==> src/rtl/delay_line_probe_pkg.sv <==
// delay_line_pkg: shared state encodings and constants for the delay line probe
package delay_line_pkg;
    typedef enum logic [1:0] {
        IDLE  = 2'd0,
        FLUSH = 2'd1,
        SEND  = 2'd2,
        WAIT  = 2'd3
    } state_t;
    localparam logic [7:0] MARKER_DEF    = 8'hA5;
    localparam logic [7:0] IDLE_BYTE_DEF = 8'h00;
    localparam int STAGES_30 = 30;
    localparam int STAGES_45 = 45;
    localparam int STAGES_60 = 60;
    localparam int STAGES_90 = 90;
endpackage

==> src/rtl/delay_line_probe_if.sv <==
// delay_line_probe_if: control, status and delay line data signals of the probe
interface delay_line_probe_if #(
    parameter int DATA_W = 8,
    parameter int CNT_W  = 8
);
    logic              start;
    logic [DATA_W-1:0] probe_out;
    logic [DATA_W-1:0] line_in;
    logic              busy;
    logic              done;
    logic              timeout;
    logic [CNT_W-1:0]  delay_cnt;
    modport master (output start, line_in, input probe_out, busy, done, timeout, delay_cnt);
    modport slave  (input start, line_in, output probe_out, busy, done, timeout, delay_cnt);
endinterface

==> src/rtl/delay_line_probe_timer.sv <==
// delay_probe_timer: loadable up-counter with terminal-count flag
module delay_probe_timer #(
    parameter int W  = 8,
    parameter int TC = 1
) (
    input  logic         clk,
    input  logic         rst_n,
    input  logic         load,
    input  logic [W-1:0] load_val,
    input  logic         inc,
    output logic [W-1:0] cnt,
    output logic         tc
);
    assign tc = cnt == W'(TC);
    // load has priority over increment
    always_ff @(posedge clk or negedge rst_n) begin
        if (!rst_n) cnt <= '0;
        else        cnt <= load ? load_val : inc ? cnt + 1'b1 : cnt;
    end
endmodule

==> src/rtl/delay_line_probe.sv <==
// delay_line_probe: sends a marker byte into a delay line and measures its latency
module delay_line_probe
    import delay_line_pkg::*;
#(
    parameter int                DATA_W    = 8,
    parameter int                MAX_DELAY = 200,
    parameter int                CNT_W     = 8,
    parameter logic [DATA_W-1:0] MARKER    = MARKER_DEF,
    parameter logic [DATA_W-1:0] IDLE_BYTE = IDLE_BYTE_DEF
) (
    input logic               clk,
    input logic               rst_n,
    delay_line_probe_if.slave bus
);
    if (MARKER == IDLE_BYTE) begin : g_bad_marker
        $error("MARKER must differ from IDLE_BYTE");
    end
    if ((2 ** CNT_W) <= MAX_DELAY) begin : g_bad_cnt_w
        $error("CNT_W too narrow for MAX_DELAY");
    end

    state_t           state, state_nxt;
    logic [CNT_W-1:0] flush_cnt, lat_cnt;
    logic             flush_tc, lat_tc;
    logic             hit, go, flush_load, flush_inc, lat_load, lat_inc, finish;
    logic             unused_ok;

    assign unused_ok = &flush_cnt;
    assign hit       = bus.line_in == MARKER;
    // the done cycle is treated as still finishing, so start there is ignored
    assign go        = bus.start && !bus.done;

    delay_probe_timer #(.W(CNT_W), .TC(MAX_DELAY - 1)) u_flush (
        .clk, .rst_n, .load(flush_load), .load_val('0), .inc(flush_inc),
        .cnt(flush_cnt), .tc(flush_tc)
    );

    delay_probe_timer #(.W(CNT_W), .TC(MAX_DELAY)) u_lat (
        .clk, .rst_n, .load(lat_load), .load_val(CNT_W'(1)), .inc(lat_inc),
        .cnt(lat_cnt), .tc(lat_tc)
    );

    // state register
    always_ff @(posedge clk or negedge rst_n) begin
        if (!rst_n) state <= IDLE;
        else        state <= state_nxt;
    end

    // next state and counter controls
    always_comb begin
        state_nxt  = state;
        flush_load = state == IDLE && go;
        flush_inc  = state == FLUSH && !flush_tc;
        lat_load   = state == SEND;
        lat_inc    = state == WAIT && !hit && !lat_tc;
        finish     = state == WAIT && (hit || lat_tc);
        unique case (state)
            IDLE:    state_nxt = go ? FLUSH : IDLE;
            FLUSH:   state_nxt = flush_tc ? SEND : FLUSH;
            SEND:    state_nxt = WAIT;
            default: state_nxt = finish ? IDLE : WAIT;
        endcase
    end

    // registered outputs, driven from the state being entered
    always_ff @(posedge clk or negedge rst_n) begin
        if (!rst_n) begin
            bus.probe_out <= IDLE_BYTE;
            bus.busy      <= 1'b0;
            bus.done      <= 1'b0;
            bus.timeout   <= 1'b0;
            bus.delay_cnt <= '0;
        end else begin
            bus.probe_out <= state_nxt == SEND ? MARKER : IDLE_BYTE;
            bus.busy      <= state_nxt != IDLE;
            bus.done      <= finish;
            if (flush_load) begin
                bus.timeout   <= 1'b0;
                bus.delay_cnt <= '0;
            end else if (finish) begin
                bus.timeout   <= !hit;
                bus.delay_cnt <= hit ? lat_cnt : '0;
            end
        end
    end
endmodule

==> src/flat_wrapper.sv <==
// flat-port wrapper written by rule: the top's interface ports become plain ports
module delay_line_probe_flat import delay_line_pkg::*;
#(
    parameter int                DATA_W    = 8,
    parameter int                MAX_DELAY = 200,
    parameter int                CNT_W     = 8,
    parameter logic [DATA_W-1:0] MARKER    = MARKER_DEF,
    parameter logic [DATA_W-1:0] IDLE_BYTE = IDLE_BYTE_DEF
)
  (clk, rst_n, bus_start, bus_line_in, bus_probe_out, bus_busy, bus_done, bus_timeout, bus_delay_cnt);
  delay_line_probe_if #(.DATA_W(DATA_W), .CNT_W(CNT_W)) bus_i ();
  input logic clk;
  input logic rst_n;
  input wire logic [$bits(bus_i.start)-1:0] bus_start;
  input wire logic [$bits(bus_i.line_in)-1:0] bus_line_in;
  output wire logic [$bits(bus_i.probe_out)-1:0] bus_probe_out;
  output wire logic [$bits(bus_i.busy)-1:0] bus_busy;
  output wire logic [$bits(bus_i.done)-1:0] bus_done;
  output wire logic [$bits(bus_i.timeout)-1:0] bus_timeout;
  output wire logic [$bits(bus_i.delay_cnt)-1:0] bus_delay_cnt;
  assign bus_i.start = bus_start;
  assign bus_i.line_in = bus_line_in;
  assign bus_probe_out = bus_i.probe_out;
  assign bus_busy = bus_i.busy;
  assign bus_done = bus_i.done;
  assign bus_timeout = bus_i.timeout;
  assign bus_delay_cnt = bus_i.delay_cnt;
  delay_line_probe #(.DATA_W(DATA_W), .MAX_DELAY(MAX_DELAY), .CNT_W(CNT_W), .MARKER(MARKER), .IDLE_BYTE(IDLE_BYTE)) u_core (.clk(clk), .rst_n(rst_n), .bus(bus_i));
endmodule
==> config.mk <==
export PLATFORM = sky130hd
export DESIGN_NAME = delay_line_probe_flat
export DESIGN_NICKNAME = d
export VERILOG_FILES = /design/src/rtl/delay_line_probe_pkg.sv /design/src/rtl/delay_line_probe_if.sv /design/src/rtl/delay_line_probe_timer.sv /design/src/rtl/delay_line_probe.sv /design/src/flat_wrapper.sv
export SDC_FILE = /design/constraint.sdc
export NUM_CORES = 1
export LEC_CHECK = 0
export ABC_AREA = 1
export CORE_AREA = 2 2 62 79
export DETAILED_ROUTE_END_ITERATION = 8
export DIE_AREA = 0 0 64 81
export GPL_ROUTABILITY_DRIVEN = 0
export PLACE_DENSITY_LB_ADDON = 0.05
export SLEW_MARGIN = 0
export SYNTH_ARGS = -nofsm -noshare
export SYNTH_HDL_FRONTEND = slang
export SYNTH_SLANG_ARGS = --single-unit
==> constraint.sdc <==
create_clock -name clk -period 1.4 [get_ports clk]
set_input_delay 0.28 -clock clk [delete_from_list [all_inputs] [get_ports clk]]
set_output_delay 0.28 -clock clk [all_outputs]
set_load 0.02 [all_outputs]
==> PnR_summary.wiki, run 1 <==
{| class="wikitable"
! Metric !! Value
|-
| Width of the die || 64 µm
|-
| All-layer global routing usage || 18.0%
|-
| Leakage component of the power || 1.40 nW
|-
| Start point of the critical path || u_core.u_flush.cnt[1]
|-
| Number of endpoints failing setup at the final stage || 0
|-
| Drt first-iter violations || 83
|-
| Vertical extent of the die || 81 µm
|-
| Crit-path max FO || 9
|-
| Number of I/O pins || 30
|-
| Remaining antenna violation count after routing || 0
|-
| Yosys warns || 0
|-
| Final WS setup || 0.0327 ns
|-
| Die area || 0.00518 mm²
|-
| Critical path cell sequence || ha_4, nand2_2, inv_2, nand2_4, nor2_4, nor2_4, buf_12, nor2_4, nand2_1, nand2_1
|-
| Number of antenna violations at the first check in global routing || 0
|-
| 1st-pass router iterations || 4
|-
| Root buffer selected by CTS || sky130_fd_sc_hd__clkbuf_8
|-
| Beginning of the worst register-to-register path || u_core.u_flush.cnt[1]
|-
| Number of buffers inserted by hold repair at cts || 0
|-
| Detail Route met3 WL || 106 µm
|-
| Largest area contributor in the synthesized netlist || sky130_fd_sc_hd__dfrtp_1
|-
| Detailed route wirelength on metal2 || 2210 µm
|-
| Post-layout utilization of the core || 54.2%
|-
| Share of the synthesized area in the top cell type || 43.3%
|-
| Avg Inst Size Synth || 7.26 µm²
|-
| Multi-input gate area in the final layout || 910 µm²
|-
| Kind of launch point of the worst setup path || register
|-
| Fin Hold WS || 0.379 ns
|-
| Total area of sequential cells || 751 µm²
|-
| Power after layout || 3.51 mW
|-
| H-tree levels || 2
|-
| Worst Path Class, Setup || reg2reg
|-
| Critical-path cell with the highest stage delay || sky130_fd_sc_hd__dfrtp_1
|-
| Data required time at the worst endpoint || 1.62 ns
|-
| Ratio of routed vias to standard cells || 4.48
|-
| Pwr dens || 1430 mW/mm²
|-
| Crit share post-route || 97.7%
|-
| CTS clock-pin slew for the worst setup and hold paths || 0.06 ns
|-
| Worst path max stage delay || 0.39 ns
|-
| Longest Clk Path Bufs || 2
|-
| Synth top area cells || sky130_fd_sc_hd__dfrtp_1 (43%), sky130_fd_sc_hd__nand2_1 (20%), sky130_fd_sc_hd__nand3_1 (8.7%), sky130_fd_sc_hd__inv_1 (5.8%), sky130_fd_sc_hd__nor2_1 (5.0%)
|-
| Post-DP HPWL || 3030 µm
|-
| Crit. End Element || register
|-
| CTS tree || built
|-
| Syn Std Cell Area || 0.00174 mm²
|-
| CTS sink count || 30
|-
| Layout Skew || 0.00262 ns
|-
| Total wire length after detailed routing || 4110 µm
|-
| Cell row count || 28
|-
| Synth-to-layout area growth || 41.2%
|-
| Setup slack, reg-to-reg || 0.03 ns
|-
| Global-route wire length before repair || 7160 µm
|-
| Antenna diode instance count || 0
|-
| Cell area after layout || 0.00245 mm²
|-
| Core area || 0.00452 mm²
|-
| MaxCap Viol Count || 0
|-
| Overflow left after global routing || 0
|-
| Initial cell density of the core || 38.4%
|-
| Port Buf Inserts || 25
|-
| Result of the run || finished clean
|-
| Cell type with the highest occurrence count on the critical path || sky130_fd_sc_hd__nor2_4
|-
| Top routing layer used || met4
|-
| TritonCTS buffer count || 5
|-
| Count of different cell masters after synthesis || 23
|-
| Via count || 1,614
|-
| Hold WC Path Type || in2async
|-
| Post-placement worst setup slack || -0.235 ns
|-
| Filler Cells Inserted || 428
|-
| Slew Viols, Final || 0
|-
| Post-route DRC || 0
|-
| Share of final-layout standard cells stronger than drive strength 1 || 24.0%
|-
| Final period demand of the worst path || 1.37 ns
|-
| Synthesis-stage register bit count || 30
|-
| Highest attainable clock frequency || 0.731 GHz
|-
| Number of nets in the layout || 313
|-
| Number of cells produced by synthesis || 239
|-
| Post-DP Area || 0.00221 mm²
|-
| Wirelength per Cell || 11.4 µm
|-
| Vias in the first global route || 1,621
|-
| Clock latency of the later-clocked register in the worst-skew pair || 0.28 ns
|-
| Fraction of the yosys area taken by sequential cells || 43.3%
|-
| Unrepaired setup endpoints after global routing || true
|-
| Pin count of the biggest net entering global routing || 31
|-
| Wl on met1 || 1710 µm
|-
| Worst Path Arrival || 1.58 ns
|-
| Peak ir drop on the vdd network || 0.843 mV
|-
| Hold Fails Final Rpt || 0
|}
-- registers in the layout (all words and copies together) (netlist names) --
register,count
u_core.bus.busy,1
u_core.bus.delay_cnt,8
u_core.bus.done,1
u_core.bus.probe_out,1
u_core.bus.timeout,1
u_core.state,2
u_core.u_flush.cnt,8
u_core.u_lat.cnt,8
-- critical path: cells and delay by family, from the launching register on --
| kind | cells | cell delay, ns |
|---|---|---|
| fa+ha+maj | 1 | 0.16 |
| flops | 1 | 0.39 |
| simple gates | 7 | 0.55 |
| buf+inv | 2 | 0.21 |
-- cells in the final DEF, fill, tap and decap left out, types with 3 or more instances in the layout --
cell                              count
sky130_fd_sc_hd__buf_4               33
sky130_fd_sc_hd__clkbuf_8             6
sky130_fd_sc_hd__clkdlybuf4s50_1     10
sky130_fd_sc_hd__conb_1               4
sky130_fd_sc_hd__dfrtp_1             30
sky130_fd_sc_hd__dlygate4sd2_1       15
sky130_fd_sc_hd__inv_1               24
sky130_fd_sc_hd__inv_2                4
sky130_fd_sc_hd__nand2_1             83
sky130_fd_sc_hd__nand2_2              6
sky130_fd_sc_hd__nand2_4              4
sky130_fd_sc_hd__nand3_1             28
sky130_fd_sc_hd__nand3_2              3
sky130_fd_sc_hd__nand4_1              7
sky130_fd_sc_hd__nor2_1              21
sky130_fd_sc_hd__nor2_2               3
sky130_fd_sc_hd__nor2_4               3
-- power by group --
group          switching (mW)  leakage, nW  total, mW  internal, mW
registers              0.0933        0.402       1.11          1.02
logic                   0.948        0.947       1.69         0.742
clock network           0.315       0.0482      0.711         0.396
-- synthesized netlist by cell type --
cell type,number
sky130_fd_sc_hd__inv_2,1
sky130_fd_sc_hd__nor2_1,23
sky130_fd_sc_hd__xor2_1,1
sky130_fd_sc_hd__inv_1,27
sky130_fd_sc_hd__nand3_2,2
sky130_fd_sc_hd__or2_2,1
sky130_fd_sc_hd__a21o_2,1
sky130_fd_sc_hd__nand4_1,7
sky130_fd_sc_hd__ha_1,3
sky130_fd_sc_hd__conb_1,1
sky130_fd_sc_hd__dfrtp_1,30
sky130_fd_sc_hd__xnor2_1,2
sky130_fd_sc_hd__nor2_4,1
sky130_fd_sc_hd__o21ai_0,1
sky130_fd_sc_hd__a21oi_2,1
sky130_fd_sc_hd__nor2_8,1
sky130_fd_sc_hd__nand2_1,91
sky130_fd_sc_hd__buf_4,10
sky130_fd_sc_hd__nand3_1,30
sky130_fd_sc_hd__buf_2,1
sky130_fd_sc_hd__nand2_2,1
sky130_fd_sc_hd__buf_6,1
sky130_fd_sc_hd__nor2_2,2
-- per-stage QoR --
stage,std cells,setup TNS (ns)
detailed placement,344,-4.95
floorplan,242,0
global route,360,-0.360
finish,360,0
global placement,344,-4.63
CTS,355,-1.70
-- layer usage --
metal  vias up  GRT usage [%]
li1        852              -
met1       734           19.7
met2        19           32.9
met3         9           4.99
met4         0           6.74
met5         -              0
-- cell families after synthesis --
| logic type | share of synthesized area [%] |
|---|---|
| compound gates | 1.30 |
| xor+xnor | 1.51 |
| flops | 43.3 |
| other cells | 0.216 |
| fa+ha+maj | 2.16 |
| simple gates | 40.2 |
| buf+inv | 11.3 |
-- timing repair --
| action | in CTS | in global routing |
|---|---|---|
| cloned | 1 | 1 |
| hold endpoints to repair | 0 | 0 |
| resized for setup | 20 | 20 |
| pin swaps | 8 | 13 |
| setup buffers | 2 | 5 |
| endpoints found under the setup margin | 43 | 29 |
-- path summary, 6_finish.rpt --
kind,to,cells past startpoint
max,u_core.u_flush.cnt[1],10
min,u_core.u_flush.cnt[2],2
max reg2reg,u_core.u_flush.cnt[1],10
min reg2reg,u_core.bus.delay_cnt[6],2
max in group asynchronous,u_core.u_flush.cnt[5],2
min in group clk,u_core.bus.delay_cnt[6],2
-- area by class of cell --
class,count,share of cell area (%)
Sequential cell,30,30.6
Timing Repair Buffer,60,21.2
Tap cell,60,3.06
Clock buffer,7,3.52
Multi-Input combinational cell,174,37.1
Clock inverter,1,0.204
Inverter,28,4.29
(Power assumes the default switching activity.)
==> run 2: changes to the inputs <==
Settings changed: CORE_AREA 2 2 62 79 to 2 2 64 82, DIE_AREA 0 0 64 81 to 0 0 66 84, SYNTH_HIERARCHICAL set to 1.
Clock period 1.4 ns to 1.2 ns, I/O delays scaled along.
==> run 2 against run 1 <==
Net effect: the run now ends with negative setup slack left; core utilization up 2.8 points; setup slack worse by 0.43 ns; die area up 6.9%; non-clock buffer count up 16; first-iteration DRC count down 16%; largest power group unchanged.
==> PnR_summary.wiki, run 2 <==
{| class="wikitable"
! Metric !! Value
|-
| Result of the run || complete, but fails checks
|-
| Violated checks || negative setup slack
|-
| Overflow left after global routing || 0
|-
| Avg Inst Size Synth || 8.27 µm²
|-
| Largest area contributor in the synthesized netlist || sky130_fd_sc_hd__dfrtp_1
|-
| Hold Fails Final Rpt || 0
|-
| Cell type with the highest occurrence count on the critical path || sky130_fd_sc_hd__nand2_8
|-
| Root buffer selected by CTS || sky130_fd_sc_hd__clkbuf_8
|-
| Fin Hold WS || 0.326 ns
|-
| Total placed cells including tap cells || 368
|-
| Start point of the critical path || u_core/u_lat/cnt[1]
|-
| Vertical extent of the die || 84 µm
|-
| Pin count of the biggest net entering global routing || 31
|-
| Clock latency of the later-clocked register in the worst-skew pair || 0.28 ns
|-
| Post-route DRC || 0
|-
| Final WS setup || -0.394 ns
|-
| Width of the die || 66 µm
|-
| Kind of launch point of the worst setup path || register
|-
| Count of cells along the worst register-to-register path || 11
|-
| Layout Skew || 0.00269 ns
|-
| Vias in the first global route || 1,668
|-
| Ratio of routed vias to standard cells || 4.44
|-
| Slew Viols, Final || 0
|-
| Unrepaired setup endpoints after global routing || true
|-
| Worst Path Class, Setup || reg2reg
|-
| Crit share post-route || 133%
|-
| Registers with the highest flip-flop counts || u_core/bus.delay_cnt: 8 flops, u_core/u_flush/cnt: 8 flops, u_core/u_lat/cnt: 8 flops
|-
| Port Buf Inserts || 25
|-
| Die area || 0.00554 mm²
|-
| Remaining antenna violation count after routing || 0
|-
| Post-synth EDFFs || 0
|-
| CTS tree || built
|-
| Final period demand of the worst path || 1.59 ns
|-
| Post-DP Area || 0.00257 mm²
|-
| Setup slack, reg-to-reg || -0.39 ns
|-
| Synthesis-stage register bit count || 30
|-
| Summed negative setup slack over all endpoints || -8.45 ns
|-
| Number of endpoints failing setup at the final stage || 29
|-
| Total area of sequential cells || 751 µm²
|-
| Highest attainable clock frequency || 0.627 GHz
|-
| Share of final-layout standard cells stronger than drive strength 1 || 43.4%
|-
| Synth top area cells || sky130_fd_sc_hd__dfrtp_1 (41%), sky130_fd_sc_hd__nand2_1 (13%), sky130_fd_sc_hd__nand3_1 (5.1%), sky130_fd_sc_hd__nand3_2 (4.9%), sky130_fd_sc_hd__a22oi_1 (4.9%)
|-
| Crit-path max FO || 5
|-
| Critical-path cell with the highest stage delay || sky130_fd_sc_hd__dfrtp_1
|-
| Main synth FF type || sky130_fd_sc_hd__dfrtp_1
|-
| Data required time at the worst endpoint || 1.38 ns
|-
| Switching part of the total power || 41.2%
|-
| Initial cell density of the core || 38.1%
|-
| Cell Int Power || 3.26 mW
|-
| Via count || 1,688
|-
| Global-route wire length before repair || 7690 µm
|-
| Count of different cell masters after synthesis || 31
|-
| Worst flop-to-flop path endpoint || u_core/bus.delay_cnt[0]
|-
| Post-placement worst setup slack || -0.405 ns
|-
| MaxCap Viol Count || 0
|-
| Longest Clk Path Bufs || 2
|-
| Cell area after layout || 0.00277 mm²
|-
| TritonCTS buffer count || 5
|-
| All-layer global routing usage || 18.2%
|-
| P_sw || 2.28 mW
|-
| Power after layout || 5.54 mW
|-
| Family with the most delay on the worst path || simple AND/OR/NAND/NOR gates
|-
| CTS clock-pin slew for the worst setup and hold paths || 0.07 ns
|-
| Clock share of power || 15.5%
|-
| Share of the synthesized area in the top cell type || 40.5%
|-
| Leading cell type in the layout, fill and taps excluded || sky130_fd_sc_hd__nand2_1
|-
| 1st-pass router iterations || 4
|-
| WP depth || 11
|-
| Leakage component of the power || 1.41 nW
|-
| Drt first-iter violations || 70
|-
| Seq pwr share || 27.5%
|-
| Pwr dens || 2000 mW/mm²
|-
| Share of synthesized registers carrying an async set or reset || 100%
|-
| Peak ir drop on the vdd network || 1.12 mV
|-
| Top library cells by usage in the layout, fill and taps aside || sky130_fd_sc_hd__nand2_1 (62), sky130_fd_sc_hd__buf_4 (46), sky130_fd_sc_hd__dfrtp_1 (30)
|-
| Filler Cells Inserted || 457
|-
| Beginning of the worst register-to-register path || u_core/u_lat/cnt[1]
|-
| Number of antenna violations at the first check in global routing || 0
|-
| Worst Path Arrival || 1.77 ns
|-
| Post-DP HPWL || 3350 µm
|-
| Leading cell types by count after synthesis || sky130_fd_sc_hd__nand2_1 (66), sky130_fd_sc_hd__dfrtp_1 (30), sky130_fd_sc_hd__inv_1 (22)
|-
| Number of buffers inserted by hold repair at cts || 0
|-
| CTS sink count || 30
|-
| Final non-filler cell total || 380
|-
| Leading cell type by number of instances after synthesis || sky130_fd_sc_hd__nand2_1
|-
| Antenna diode instance count || 0
|-
| Yosys warns || 6
|-
| Cell row count || 29
|-
| Synth-to-layout area growth || 49.8%
|-
| Post-layout utilization of the core || 57.1%
|-
| Number of nets in the layout || 331
|-
| Core area || 0.00486 mm²
|-
| Fraction of the yosys area taken by sequential cells || 40.5%
|-
| Multi-input gate area in the final layout || 0.00113 mm²
|-
| Total wire length after detailed routing || 4520 µm
|-
| Logic gate share of total power || 57.0%
|-
| Syn Std Cell Area || 0.00185 mm²
|-
| CP endpoint || u_core/bus.delay_cnt[0]
|-
| Wirelength per Cell || 11.9 µm
|-
| Hold WC Path Type || in2async
|-
| Crit. End Element || register
|-
| H-tree levels || 2
|-
| Worst path max stage delay || 0.37 ns
|-
| Number of cells produced by synthesis || 224
|-
| Sum of buffers and inverters on the critical path || 4
|-
| Number of I/O pins || 30
|-
| Critical path cell sequence || inv_1, ha_2, nand3b_1, nor4_2, inv_2, buf_4, buf_6, nand2_8, nand2_8, nand3_2, nand2_1
|}
run 2: timing repair:
| action | in CTS | in global routing |
|---|---|---|
| gates cloned | 1 | 0 |
| pin swaps | 19 | 13 |
| setup buffers | 2 | 3 |
| setup endpoints to repair | 45 | 36 |
| gates resized for setup | 65 | 17 |
run 2: worst reg2reg max path, stage by stage (launching register included):
cell	delay, ns
sky130_fd_sc_hd__dfrtp_1	0.37
sky130_fd_sc_hd__inv_1	0.06
sky130_fd_sc_hd__ha_2	0.17
sky130_fd_sc_hd__nand3b_1	0.08
sky130_fd_sc_hd__nor4_2	0.20
sky130_fd_sc_hd__inv_2	0.07
sky130_fd_sc_hd__buf_4	0.14
sky130_fd_sc_hd__buf_6	0.12
sky130_fd_sc_hd__nand2_8	0.09
sky130_fd_sc_hd__nand2_8	0.08
sky130_fd_sc_hd__nand3_2	0.06
sky130_fd_sc_hd__nand2_1	0.05
run 2: per-layer routing:
layer	global-route usage [%]	part of all wire (%)	vias up
li1	-	-	881
met1	19.0	38	786
met2	34.5	58	15
met3	3.78	2.2	6
met4	6.68	1.7	0
met5	0	0	-
run 2: power groups by stage:
stage	sequential (mW)	combinational, mW	clock, mW
after floorplan	1.68	1.48	0
after global placement	1.51	2.75	0
after detailed placement	1.52	2.79	0
after CTS	1.52	3.04	0.892
after global routing	1.56	3.50	0.949
final	1.52	3.16	0.856
run 2: worst min path at each step:
stage | startpoint | endpoint | cells after the start
2_1_floorplan | rst_n | u_core/bus.busy | 0
3_3_place_gp | u_core/bus.delay_cnt[4] | u_core/bus.delay_cnt[4] | 3
3_5_place_dp | u_core/bus.delay_cnt[4] | u_core/bus.delay_cnt[4] | 3
4_1_cts | rst_n | u_core/bus.busy | 2
5_1_grt | rst_n | u_core/bus.probe_out[5] | 2
6_report | rst_n | u_core/bus.probe_out[5] | 2
run 2: layout make-up:
cell class,instances,area share [%]
Clock buffer,7,3.11
Clock inverter,1,0.180
Inverter,29,4.01
Multi-Input combinational cell,175,40.8
Sequential cell,30,27.1
Tap cell,62,2.80
Timing Repair Buffer,76,22.0
run 2: cell families after synthesis:
group	Yosys count	synth area share, %
AOI/OAI and AO/OA	23	10.5
xor gates and xnor gates	1	0.473
adders and majority gates	3	2.03
buffers and inverters	38	10.1
DFF	30	40.5
other	2	0.406
and+or+nand+nor	127	35.9
==> run 3: changes to the inputs <==
Settings changed: RECOVER_POWER set to 25.
==> run 3 against run 2 <==
Net effect: the run still ends with negative setup slack left; critical path type unchanged; largest power group unchanged; non-clock buffer count is the same; combinational power barely moved; sequential share of layout area increased by 0.15 points; sequential cell count unchanged.
==> PnR_summary.wiki, run 3 (synthesis gave the netlist of run 2 again) <==
{| class="wikitable"
! Metric !! Value
|-
| CTS tree || built
|-
| Tightest Pin Transition || 0.797 ns
|-
| Leading cell type in the layout, fill and taps excluded || sky130_fd_sc_hd__nand2_1
|-
| Leakage component of the power || 1.40 nW
|-
| Hold WC Path Type || in2async
|-
| Clock latency of the later-clocked register in the worst-skew pair || 0.28 ns
|-
| MaxCap Viol Count || 0
|-
| Cell area after layout || 0.00276 mm²
|-
| Start point of the critical path || u_core/u_lat/cnt[1]
|-
| Post-route DRC || 0
|-
| Summed negative setup slack over all endpoints || -8.46 ns
|-
| Share of final-layout standard cells stronger than drive strength 1 || 43.4%
|-
| Top library cells by usage in the layout, fill and taps aside || sky130_fd_sc_hd__nand2_1 (62), sky130_fd_sc_hd__buf_4 (46), sky130_fd_sc_hd__dfrtp_1 (30)
|-
| Remaining antenna violation count after routing || 0
|-
| Ratio of routed vias to standard cells || 4.44
|-
| Wirelength per Cell || 11.9 µm
|-
| Peak ir drop on the vdd network || 1.12 mV
|-
| TritonCTS buffer count || 5
|-
| Pwr dens || 2000 mW/mm²
|-
| Worst Path Class, Setup || reg2reg
|-
| Pin count of the biggest net entering global routing || 31
|-
| Registers with the highest flip-flop counts || u_core/bus.delay_cnt: 8 flops, u_core/u_flush/cnt: 8 flops, u_core/u_lat/cnt: 8 flops
|-
| 1st-pass router iterations || 4
|-
| Total wire length after detailed routing || 4530 µm
|-
| CTS clock-pin slew for the worst setup and hold paths || 0.07 ns
|-
| CTS sink count || 30
|-
| Crit. End Element || register
|-
| Antenna diode instance count || 0
|-
| Initial cell density of the core || 38.1%
|-
| Width of the die || 66 µm
|-
| Crit share post-route || 133%
|-
| Vias in the first global route || 1,668
|-
| Kind of launch point of the worst setup path || register
|-
| Number of nets in the layout || 331
|-
| Vertical extent of the die || 84 µm
|-
| Post-DP Area || 0.00257 mm²
|-
| Worst Path Arrival || 1.77 ns
|-
| Result of the run || complete, but fails checks
|-
| Number of buffers inserted by hold repair at cts || 0
|-
| Unrepaired setup endpoints after global routing || true
|-
| Layout Skew || 0.00278 ns
|-
| Number of antenna violations at the first check in global routing || 0
|-
| Beginning of the worst register-to-register path || u_core/u_lat/cnt[1]
|-
| H-tree levels || 2
|-
| Final period demand of the worst path || 1.59 ns
|-
| Data required time at the worst endpoint || 1.38 ns
|-
| Cell row count || 29
|-
| Overflow left after global routing || 0
|-
| Final WS setup || -0.394 ns
|-
| Via count || 1,688
|-
| Longest Clk Path Bufs || 2
|-
| Die area || 0.00554 mm²
|-
| Worst slew slack as a fraction of its limit || 46.8%
|-
| All-layer global routing usage || 18.2%
|-
| Drt first-iter violations || 70
|-
| Number of endpoints failing setup at the final stage || 29
|-
| Global-route wire length before repair || 7690 µm
|-
| Power after layout || 5.53 mW
|-
| Highest attainable clock frequency || 0.627 GHz
|-
| Number of I/O pins || 30
|-
| Slew Viols, Final || 0
|-
| Hold Fails Final Rpt || 0
|-
| Synth-to-layout area growth || 49.0%
|-
| Root buffer selected by CTS || sky130_fd_sc_hd__clkbuf_8
|-
| Crit-path max FO || 5
|-
| Violated checks || negative setup slack
|-
| Post-DP HPWL || 3350 µm
|-
| Port Buf Inserts || 25
|-
| Post-placement worst setup slack || -0.405 ns
|-
| Core area || 0.00486 mm²
|}
==> run 3: changes by cell type in the layout (fill, tap and decap cells not counted) <==
cell / change
sky130_fd_sc_hd__buf_12: -1
sky130_fd_sc_hd__clkbuf_2: +1
==> run 3: where the power goes <==
group          internal, mW  switching (mW)  leakage [nW]
clock network         0.462           0.393        0.0482
logic                  1.46            1.69         0.968
registers              1.33           0.200         0.388
total                  3.25            2.28          1.40
==> run 3: cell type report <==
type                       count  area [µm²]
fill                         459        2100
multi-input combinational    175        1130
sequential                    30         751
timing repair buffer          76         596
inverter                      29         111
clock buffer                   7        86.3
tap                           62        77.6
clock inverter                 1        5.00
==> run 3: stage by stage <==
stage,hold slack (ns),utilization [%],cells
final,0.508,56.7,380
after global routing,0.571,56.7,380
after CTS,0.332,56.5,378
after detailed placement,0.574,52.8,368
after global placement,0.568,52.8,368
after floorplan,-0.0556,-,242
==> run 3: what timing repair did <==
item / CTS / global route
gates cloned: 1 / 0
setup buffers: 2 / 3
resized for setup: 65 / 17
pin swaps: 19 / 13
setup endpoints to repair: 45 / 36
==> run 3: routing by layer <==
metal	track usage (%)	part of all wire (%)	vias up
met4	6.68	1.7	0
met1	19.0	38	788
li1	-	-	881
met2	34.5	58	13
met3	3.78	2.0	6
met5	0	0	-
==> run 3: worst max-delay path, cell delays in order, from the launching register on <==
cell and delay, ns:
sky130_fd_sc_hd__dfrtp_1 0.37, sky130_fd_sc_hd__inv_1 0.06, sky130_fd_sc_hd__ha_2 0.17, sky130_fd_sc_hd__nand3b_1 0.08, sky130_fd_sc_hd__nor4_2 0.20, sky130_fd_sc_hd__inv_2 0.07, sky130_fd_sc_hd__buf_4 0.14, sky130_fd_sc_hd__buf_6 0.12
sky130_fd_sc_hd__nand2_8 0.09, sky130_fd_sc_hd__nand2_8 0.07, sky130_fd_sc_hd__nand3_2 0.06, sky130_fd_sc_hd__nand2_1 0.05
==> run 3: final timing paths <==
check	cells after the start	slack, ns	end
worst max-delay path	11	-0.39	u_core/bus.delay_cnt[5]
worst min-delay path	2	0.51	u_core/bus.probe_out[5]
worst max register to register	11	-0.39	u_core/bus.delay_cnt[5]
worst min register to register	3	0.58	u_core/bus.delay_cnt[4]
max in group asynchronous	2	0.19	u_core/bus.delay_cnt[6]
min in group clk	3	0.58	u_core/bus.delay_cnt[4]
